[src/rtl/spi_pkg.sv]
`timescale 1ns/1ps
`default_nettype none
// ============================================================================
//  Module   : spi_pkg
//  Brief    : Shared types and constants for the SPI shift engine slice.
//  Revision : 1.0 - initial release
// ============================================================================
package spi_pkg;

    typedef enum logic [2:0] {
        IDLE  = 3'd0,
        LOAD  = 3'd1,
        SHIFT = 3'd2,
        STORE = 3'd3,
        DONE  = 3'd4
    } spi_state_e;

    // Register offsets of the AXI-Lite SPI block above this engine
    localparam logic [7:0] c_REG_CTRL   = 8'h00;
    localparam logic [7:0] c_REG_STATUS = 8'h04;
    localparam logic [7:0] c_REG_START  = 8'h08;
    localparam logic [7:0] c_REG_RESET  = 8'h0C;
    localparam logic [7:0] c_REG_ISR    = 8'h10;
    localparam logic [7:0] c_REG_TXDATA = 8'h14;
    localparam logic [7:0] c_REG_RXDATA = 8'h18;

    localparam int c_CTRL_CPOL = 0;
    localparam int c_CTRL_CPHA = 1;
    localparam int c_ISR_DONE  = 1;

endpackage
`default_nettype wire

[src/rtl/spi_clk_gen.sv]
`timescale 1ns/1ps
`default_nettype none
// ============================================================================
//  Module   : spi_clk_gen
//  Brief    : Half-period divider emitting leading/trailing SCLK edge strobes.
//  Revision : 1.0 - initial release
// ============================================================================
module spi_clk_gen #(
    parameter int DIV_W  = 16,
    parameter int DATA_W = 8
) (
    input  logic                          aclk,
    input  logic                          aresetn,
    input  logic                          en,
    input  logic [DIV_W-1:0]              div,
    output logic                          lead_edge,
    output logic                          trail_edge,
    output logic [$clog2(2*DATA_W)-1:0]   edge_cnt
);

    logic [DIV_W-1:0]            r_cnt;
    logic [$clog2(2*DATA_W)-1:0] r_edge_cnt;
    logic                        w_tick;

    assign w_tick     = en && (r_cnt == '0);
    assign lead_edge  = w_tick && !r_edge_cnt[0];
    assign trail_edge = w_tick &&  r_edge_cnt[0];
    assign edge_cnt   = r_edge_cnt;

    // Held at the reload value while disabled so every SHIFT starts a full half-period
    always_ff @(posedge aclk or negedge aresetn) begin
        if (!aresetn) begin
            r_cnt      <= '0;
            r_edge_cnt <= '0;
        end else if (!en) begin
            r_cnt      <= div - 1'b1;
            r_edge_cnt <= '0;
        end else if (w_tick) begin
            r_cnt      <= div - 1'b1;
            r_edge_cnt <= r_edge_cnt + 1'b1;
        end else begin
            r_cnt      <= r_cnt - 1'b1;
        end
    end

endmodule
`default_nettype wire

[src/rtl/spi_shift_engine.sv]
`timescale 1ns/1ps
`default_nettype none
// ============================================================================
//  Module   : spi_shift_engine
//  Brief    : Drains the TX FIFO over SPI, pushing received bytes to the RX FIFO.
//  Revision : 1.0 - initial release
// ============================================================================
module spi_shift_engine
    import spi_pkg::*;
#(
    parameter int DIV_W  = 16,
    parameter int DATA_W = 8
) (
    input  logic              aclk,
    input  logic              aresetn,
    input  logic              soft_rst,
    input  logic              start,
    input  logic              cpol,
    input  logic              cpha,
    input  logic [DIV_W-1:0]  clk_div,
    input  logic              tx_empty,
    input  logic [DATA_W-1:0] tx_data,
    output logic              tx_rd,
    input  logic              rx_full,
    output logic [DATA_W-1:0] rx_data,
    output logic              rx_wr,
    output logic              busy,
    output logic              done,
    output logic              rx_ovf,
    output logic              sclk,
    output logic              mosi,
    input  logic              miso,
    output logic              sample_dbg
);

    localparam int                c_EW        = $clog2(2*DATA_W);
    localparam logic [c_EW-1:0]   c_LAST_EDGE = c_EW'(2*DATA_W-1);

    spi_state_e        r_state;
    spi_state_e        w_state_nxt;
    logic              r_cpol;
    logic              r_cpha;
    logic [DIV_W-1:0]  r_div;
    logic [DATA_W-1:0] r_tx_sh;
    logic [DATA_W-1:0] r_rx_sh;
    logic [DATA_W-1:0] r_rx_data;
    logic              r_sclk;
    logic              r_mosi;

    logic              w_lead;
    logic              w_trail;
    logic [c_EW-1:0]   w_edge_cnt;
    logic              w_sample;
    logic              w_shift_out;
    logic              w_last_edge;
    logic [DATA_W-1:0] w_rx_next;
    logic [DIV_W-1:0]  w_div_clamped;
    logic              w_tx_rd;
    logic              w_rx_wr;
    logic              w_rx_ovf;
    logic              w_done;

    spi_clk_gen #(
        .DIV_W  (DIV_W),
        .DATA_W (DATA_W)
    ) u_clk_gen (
        .aclk       (aclk),
        .aresetn    (aresetn),
        .en         (r_state == SHIFT),
        .div        (r_div),
        .lead_edge  (w_lead),
        .trail_edge (w_trail),
        .edge_cnt   (w_edge_cnt)
    );

    assign w_div_clamped = (clk_div == '0) ? DIV_W'(1) : clk_div;
    assign w_sample      = r_cpha ? w_trail : w_lead;
    assign w_shift_out   = r_cpha ? w_lead  : w_trail;
    assign w_last_edge   = w_trail && (w_edge_cnt == c_LAST_EDGE);
    assign w_rx_next     = w_sample ? {r_rx_sh[DATA_W-2:0], miso} : r_rx_sh;

    always_ff @(posedge aclk or negedge aresetn) begin
        if (!aresetn) begin
            r_state <= IDLE;
        end else begin
            r_state <= w_state_nxt;
        end
    end

    always_comb begin
        w_state_nxt = r_state;
        w_tx_rd     = 1'b0;
        w_rx_wr     = 1'b0;
        w_rx_ovf    = 1'b0;
        w_done      = 1'b0;
        case (r_state)
            IDLE: begin
                if (start) begin
                    w_state_nxt = tx_empty ? DONE : LOAD;
                end
            end
            LOAD: begin
                w_tx_rd     = 1'b1;
                w_state_nxt = SHIFT;
            end
            SHIFT: begin
                if (w_last_edge) begin
                    w_state_nxt = STORE;
                end
            end
            STORE: begin
                w_rx_wr     = !rx_full;
                w_rx_ovf    = rx_full;
                w_state_nxt = tx_empty ? DONE : LOAD;
            end
            DONE: begin
                w_done      = 1'b1;
                w_state_nxt = IDLE;
            end
            default: begin
                w_state_nxt = IDLE;
            end
        endcase
        // Abort wins over everything, including a start in the same cycle
        if (soft_rst) begin
            w_state_nxt = IDLE;
            w_tx_rd     = 1'b0;
            w_rx_wr     = 1'b0;
            w_rx_ovf    = 1'b0;
            w_done      = 1'b0;
        end
    end

    // TX shifter is pre-aligned so the next outgoing bit always sits at the MSB
    always_ff @(posedge aclk or negedge aresetn) begin
        if (!aresetn) begin
            r_cpol    <= 1'b0;
            r_cpha    <= 1'b0;
            r_div     <= DIV_W'(1);
            r_tx_sh   <= '0;
            r_rx_sh   <= '0;
            r_rx_data <= '0;
            r_sclk    <= 1'b0;
            r_mosi    <= 1'b0;
        end else if (soft_rst) begin
            r_sclk    <= r_cpol;
            r_mosi    <= 1'b0;
        end else begin
            case (r_state)
                IDLE: begin
                    if (start) begin
                        r_cpol <= cpol;
                        r_cpha <= cpha;
                        r_div  <= w_div_clamped;
                        r_sclk <= cpol;
                    end
                end
                LOAD: begin
                    r_rx_sh <= '0;
                    if (r_cpha) begin
                        r_tx_sh <= tx_data;
                    end else begin
                        r_tx_sh <= {tx_data[DATA_W-2:0], 1'b0};
                        r_mosi  <= tx_data[DATA_W-1];
                    end
                end
                SHIFT: begin
                    if (w_lead || w_trail) begin
                        r_sclk <= ~r_sclk;
                    end
                    if (w_shift_out) begin
                        r_mosi  <= r_tx_sh[DATA_W-1];
                        r_tx_sh <= {r_tx_sh[DATA_W-2:0], 1'b0};
                    end
                    r_rx_sh <= w_rx_next;
                    if (w_last_edge) begin
                        r_rx_data <= w_rx_next;
                    end
                end
                default: begin
                end
            endcase
        end
    end

    assign tx_rd      = w_tx_rd;
    assign rx_wr      = w_rx_wr;
    assign rx_ovf     = w_rx_ovf;
    assign done       = w_done;
    assign busy       = (r_state != IDLE);
    assign rx_data    = r_rx_data;
    assign sclk       = r_sclk;
    assign mosi       = r_mosi;
    assign sample_dbg = w_sample;

endmodule
`default_nettype wire
[config.mk]
export PLATFORM = sky130hd
export DESIGN_NAME = spi_shift_engine
export DESIGN_NICKNAME = d
export VERILOG_FILES = /design/src/rtl/spi_pkg.sv /design/src/rtl/spi_clk_gen.sv /design/src/rtl/spi_shift_engine.sv
export SDC_FILE = /design/constraint.sdc
export NUM_CORES = 1
export LEC_CHECK = 0
export ABC_AREA = 1
export CAP_MARGIN = 10
export CORE_ASPECT_RATIO = 1.25
export CORE_UTILIZATION = 57
export CTS_BUF_LIST = sky130_fd_sc_hd__clkbuf_8
export DETAILED_ROUTE_END_ITERATION = 10
export MAX_ROUTING_LAYER = met4
export PLACE_DENSITY = 0.89
export SLEW_MARGIN = 20
export SYNTH_ARGS = -nofsm -noshare
export SYNTH_HDL_FRONTEND = slang
export SYNTH_HIERARCHICAL = 1
export SYNTH_SLANG_ARGS = --single-unit
[constraint.sdc]
create_clock -name aclk -period 3.1 [get_ports aclk]
set_clock_uncertainty 0.1 [all_clocks]
set_input_delay 0.62 -clock aclk [delete_from_list [all_inputs] [get_ports aclk]]
set_output_delay 0.62 -clock aclk [all_outputs]
set_load 0.02 [all_outputs]
==> run_results.csv <==
group,metric,value,unit
run_status,outcome,"finished, final reports clean",
floorplan,top_level_ports,49,
place,hpwl,6380,um
drt,wl_per_cell,12.0,um
critical_path,arrival,2.10,ns
cts,clock_path_buffers,2,
critical_path,cp-end-kind,"output port",
sta,rsz0062_at_grt,"false",
cells_and_area,utilization,69.7,%
min_path,hold_class,"in2async",
sta,fmax,354,MHz
yosys,synth_area_leaders,"dfrtp_1 40%, nand2_1 16%, inv_1 6.6%",
place,place.gp.congestion,0.893,
power,seqPwrFrac,40.9,%
power,clkPwrFrac,23.1,%
power,ir_drop,0.460,mV
sta,hold_viol,0,
yosys,synth-seq-cells,67,
critical_path,timing.rr.end,"r_tx_sh[0]$_DFFE_PN0P_",
cells_and_area,n_antenna_cell,0,
sta,period_share,91.1,%
yosys,avgSynthCellArea,7.10,um^2
power,leakagePower,2.38,nW
critical_path,reg2reg_slack,0.54,ns
cells_and_area,final_common_cell,"nand2_1",
yosys,yosysSeqAreaShare,40.7,%
drt,avgViaCountPerCell,5.23,
cts,cts_made_buffers,9,
cts,post_cts_buffers,0,
grt,grt_max_degree,68,
power,swShare,39.6,%
place,port_buffers,48,
yosys,synth_cell_type_count,34,
critical_path,startpoint,"u_clk_gen/r_cnt[0]$_DFF_PN0_",
cts,cts_root_buffer,"clkbuf_8",
grt,grt_pass1_vias,3690,
drt,ant_nets,0,
sta,setup_violations,0,
power,finalPower,3.44,mW
job,drv_cap,0,
cells_and_area,fin_cells,726,
critical_path,path_max_fanout,8,
power,p_comb_share,36.0,%
cells_and_area,nNetsFinal,667,
drt,dr_total_vias,3796,
power,power_density,708,mW/mm^2
floorplan,die_x,78.1,um
critical_path,path_class,"reg2out",
sta,tns,0,ns
sta,slew_viol_final,0,
cts,clock_latency,0.34,ns
sta,whs,0.186,ns
grt,grt_usage,26.0,%
cts,cts_tree,"built",
yosys,syn_area,0.00412,mm^2
yosys,syn_nets,617,
cells_and_area,layout_common_cells,"181 x nand2_1, 72 x inv_1, 68 x nor2_1",
cells_and_area,nFillCells,563,
drt,drt_iter0_markers,252,
critical_path,cp-start-kind,"register",
place,place_inst,710,
yosys,yosysTopAreaCellShare,40.1,%
floorplan,rows,34,
drt,drc,0,
power,power.internal,2.08,mW
critical_path,reg2reg_from,"u_clk_gen/r_cnt[0]$_DFF_PN0_",
cells_and_area,area_growth,17.9,%
yosys,synth_flop_cell,"dfrtp_1",
critical_path,ff2ff_path_depth,16,
grt,overflow,0,
grt,antenna_found_initial,0,
drt,dr.pass1.iters,5,
floorplan,initial_core_util,59.1,%
cts,cts.sinks,67,
floorplan,die_y,97.1,um
yosys,synth_warnings,6,
grt,grt_pass1_wl,15400,um
sta,min_period,2.82,ns
sta,relSlewSlack,49.0,%
drt,drt_wl_total,8700,um
yosys,synthArstFlopShare,100,%
floorplan,core-area,0.00698,mm^2
cells_and_area,drive_gt1_share,9.75,%
yosys,yosys.area.top_type,"dfrtp_1",
yosys,synth-edff-count,0,
yosys,netlist_instances,581,
critical_path,required,2.38,ns
floorplan,dieArea,0.00758,mm^2
power,p_sw,1.36,mW
cts,clk_pin_slew_worst_paths,0.08,ns
cts,h-tree-depth,3,
sta,worst_pin_slew,0.765,ns
worst max-delay path, cell delays in order, from the launching register on:
cell,delay (ns)
dfrtp_1,0.38
inv_1,0.07
ha_1,0.23
nand2_4,0.10
nor2_8,0.18
nand2_1,0.09
nor2_1,0.11
nand2_1,0.08
nor2_2,0.14
inv_1,0.07
o21ai_2,0.13
clkbuf_2,0.19
cells in the mapped netlist (4+ instances only):
cell and n:
nand2_1 181, inv_1 72, nor2_1 69, dfrtp_1 66
o21ai_0 44, nand3_1 39, o21ai_1 16, o211ai_1 8
buf_6 6, nand2_2 6, nand3b_1 6, xnor2_1 6
buf_2 5, buf_4 5, inv_2 5, nand4_1 5
nor2_2 4, nor3_1 4
how the worst max path moves through the flow:
stage / endpoint / slack, ns / depth (start not counted)
finish: sample_dbg / 0.28 / 11
global route: sample_dbg / 0.03 / 11
CTS: sample_dbg / 0.05 / 11
detailed placement: sample_dbg / 0.15 / 11
global placement: sample_dbg / 0.21 / 11
floorplan: sample_dbg / 0.60 / 11
sequential cells by signal, summed over array words and instances (netlist names):
name,cells
mosi,1
r_cpha,1
r_cpol,1
r_div,16
r_rx_sh,8
r_state,3
r_tx_sh,8
rx_data,8
sclk,1
u_clk_gen/edge_cnt,4
u_clk_gen/r_cnt,16
what timing repair did:
item                                    4_1_cts  5_1_grt
endpoints found under the setup margin        1        1
resized for setup                             1        3
hold buffers                                  0        0
per-stage QoR:
stage	worst slack [ns]	area [um^2]
global placement	0.205	4650
global route	0.0341	4860
detailed placement	0.155	4650
finish	0.276	4860
floorplan	0.605	4120
CTS	0.0488	4860
power by group through the flow:
stage          clock [mW]  sequential, mW  combinational (mW)
6_report            0.794            1.41                1.24
5_1_grt             0.839            1.45                1.42
4_1_cts             0.804            1.40                1.24
3_5_place_dp            0            1.41                1.22
3_3_place_gp            0            1.40                1.18
2_1_floorplan           0            1.37               0.962
logic make-up (layout without fill, tap and decap cells):
kind of cell             after synthesis  after routing  share of synthesized area, %
buffers and inverters                 93            148                          10.2
AND/OR/NAND/NOR                      330            330                          35.6
adder cells (fa/ha/maj)                3              3                         0.911
AO/OA/AOI/OAI                         79             79                          10.7
XOR/XNOR                               9              9                          1.91
flip-flops                            67             67                          40.7
routing by layer:
layer	share of wire (%)	global-route usage, %	up-vias
met1	43	29.9	1751
li1	-	-	1931
met3	3.4	4.23	20
met2	51	43.8	94
met5	0	-	-
met4	2.3	12.4	0
final cells by class:
type	count	area, um^2	share of cell area, %
well taps	90	113	2.32
clock buffers	9	124	2.55
repair buffers	55	536	11.0
inverters	77	289	5.95
flip-flops and latches	67	1680	34.5
clock inverters	7	92.6	1.91
multi-input cells	421	2030	41.7
No activity file was read; power rests on OpenSTA's default activity.
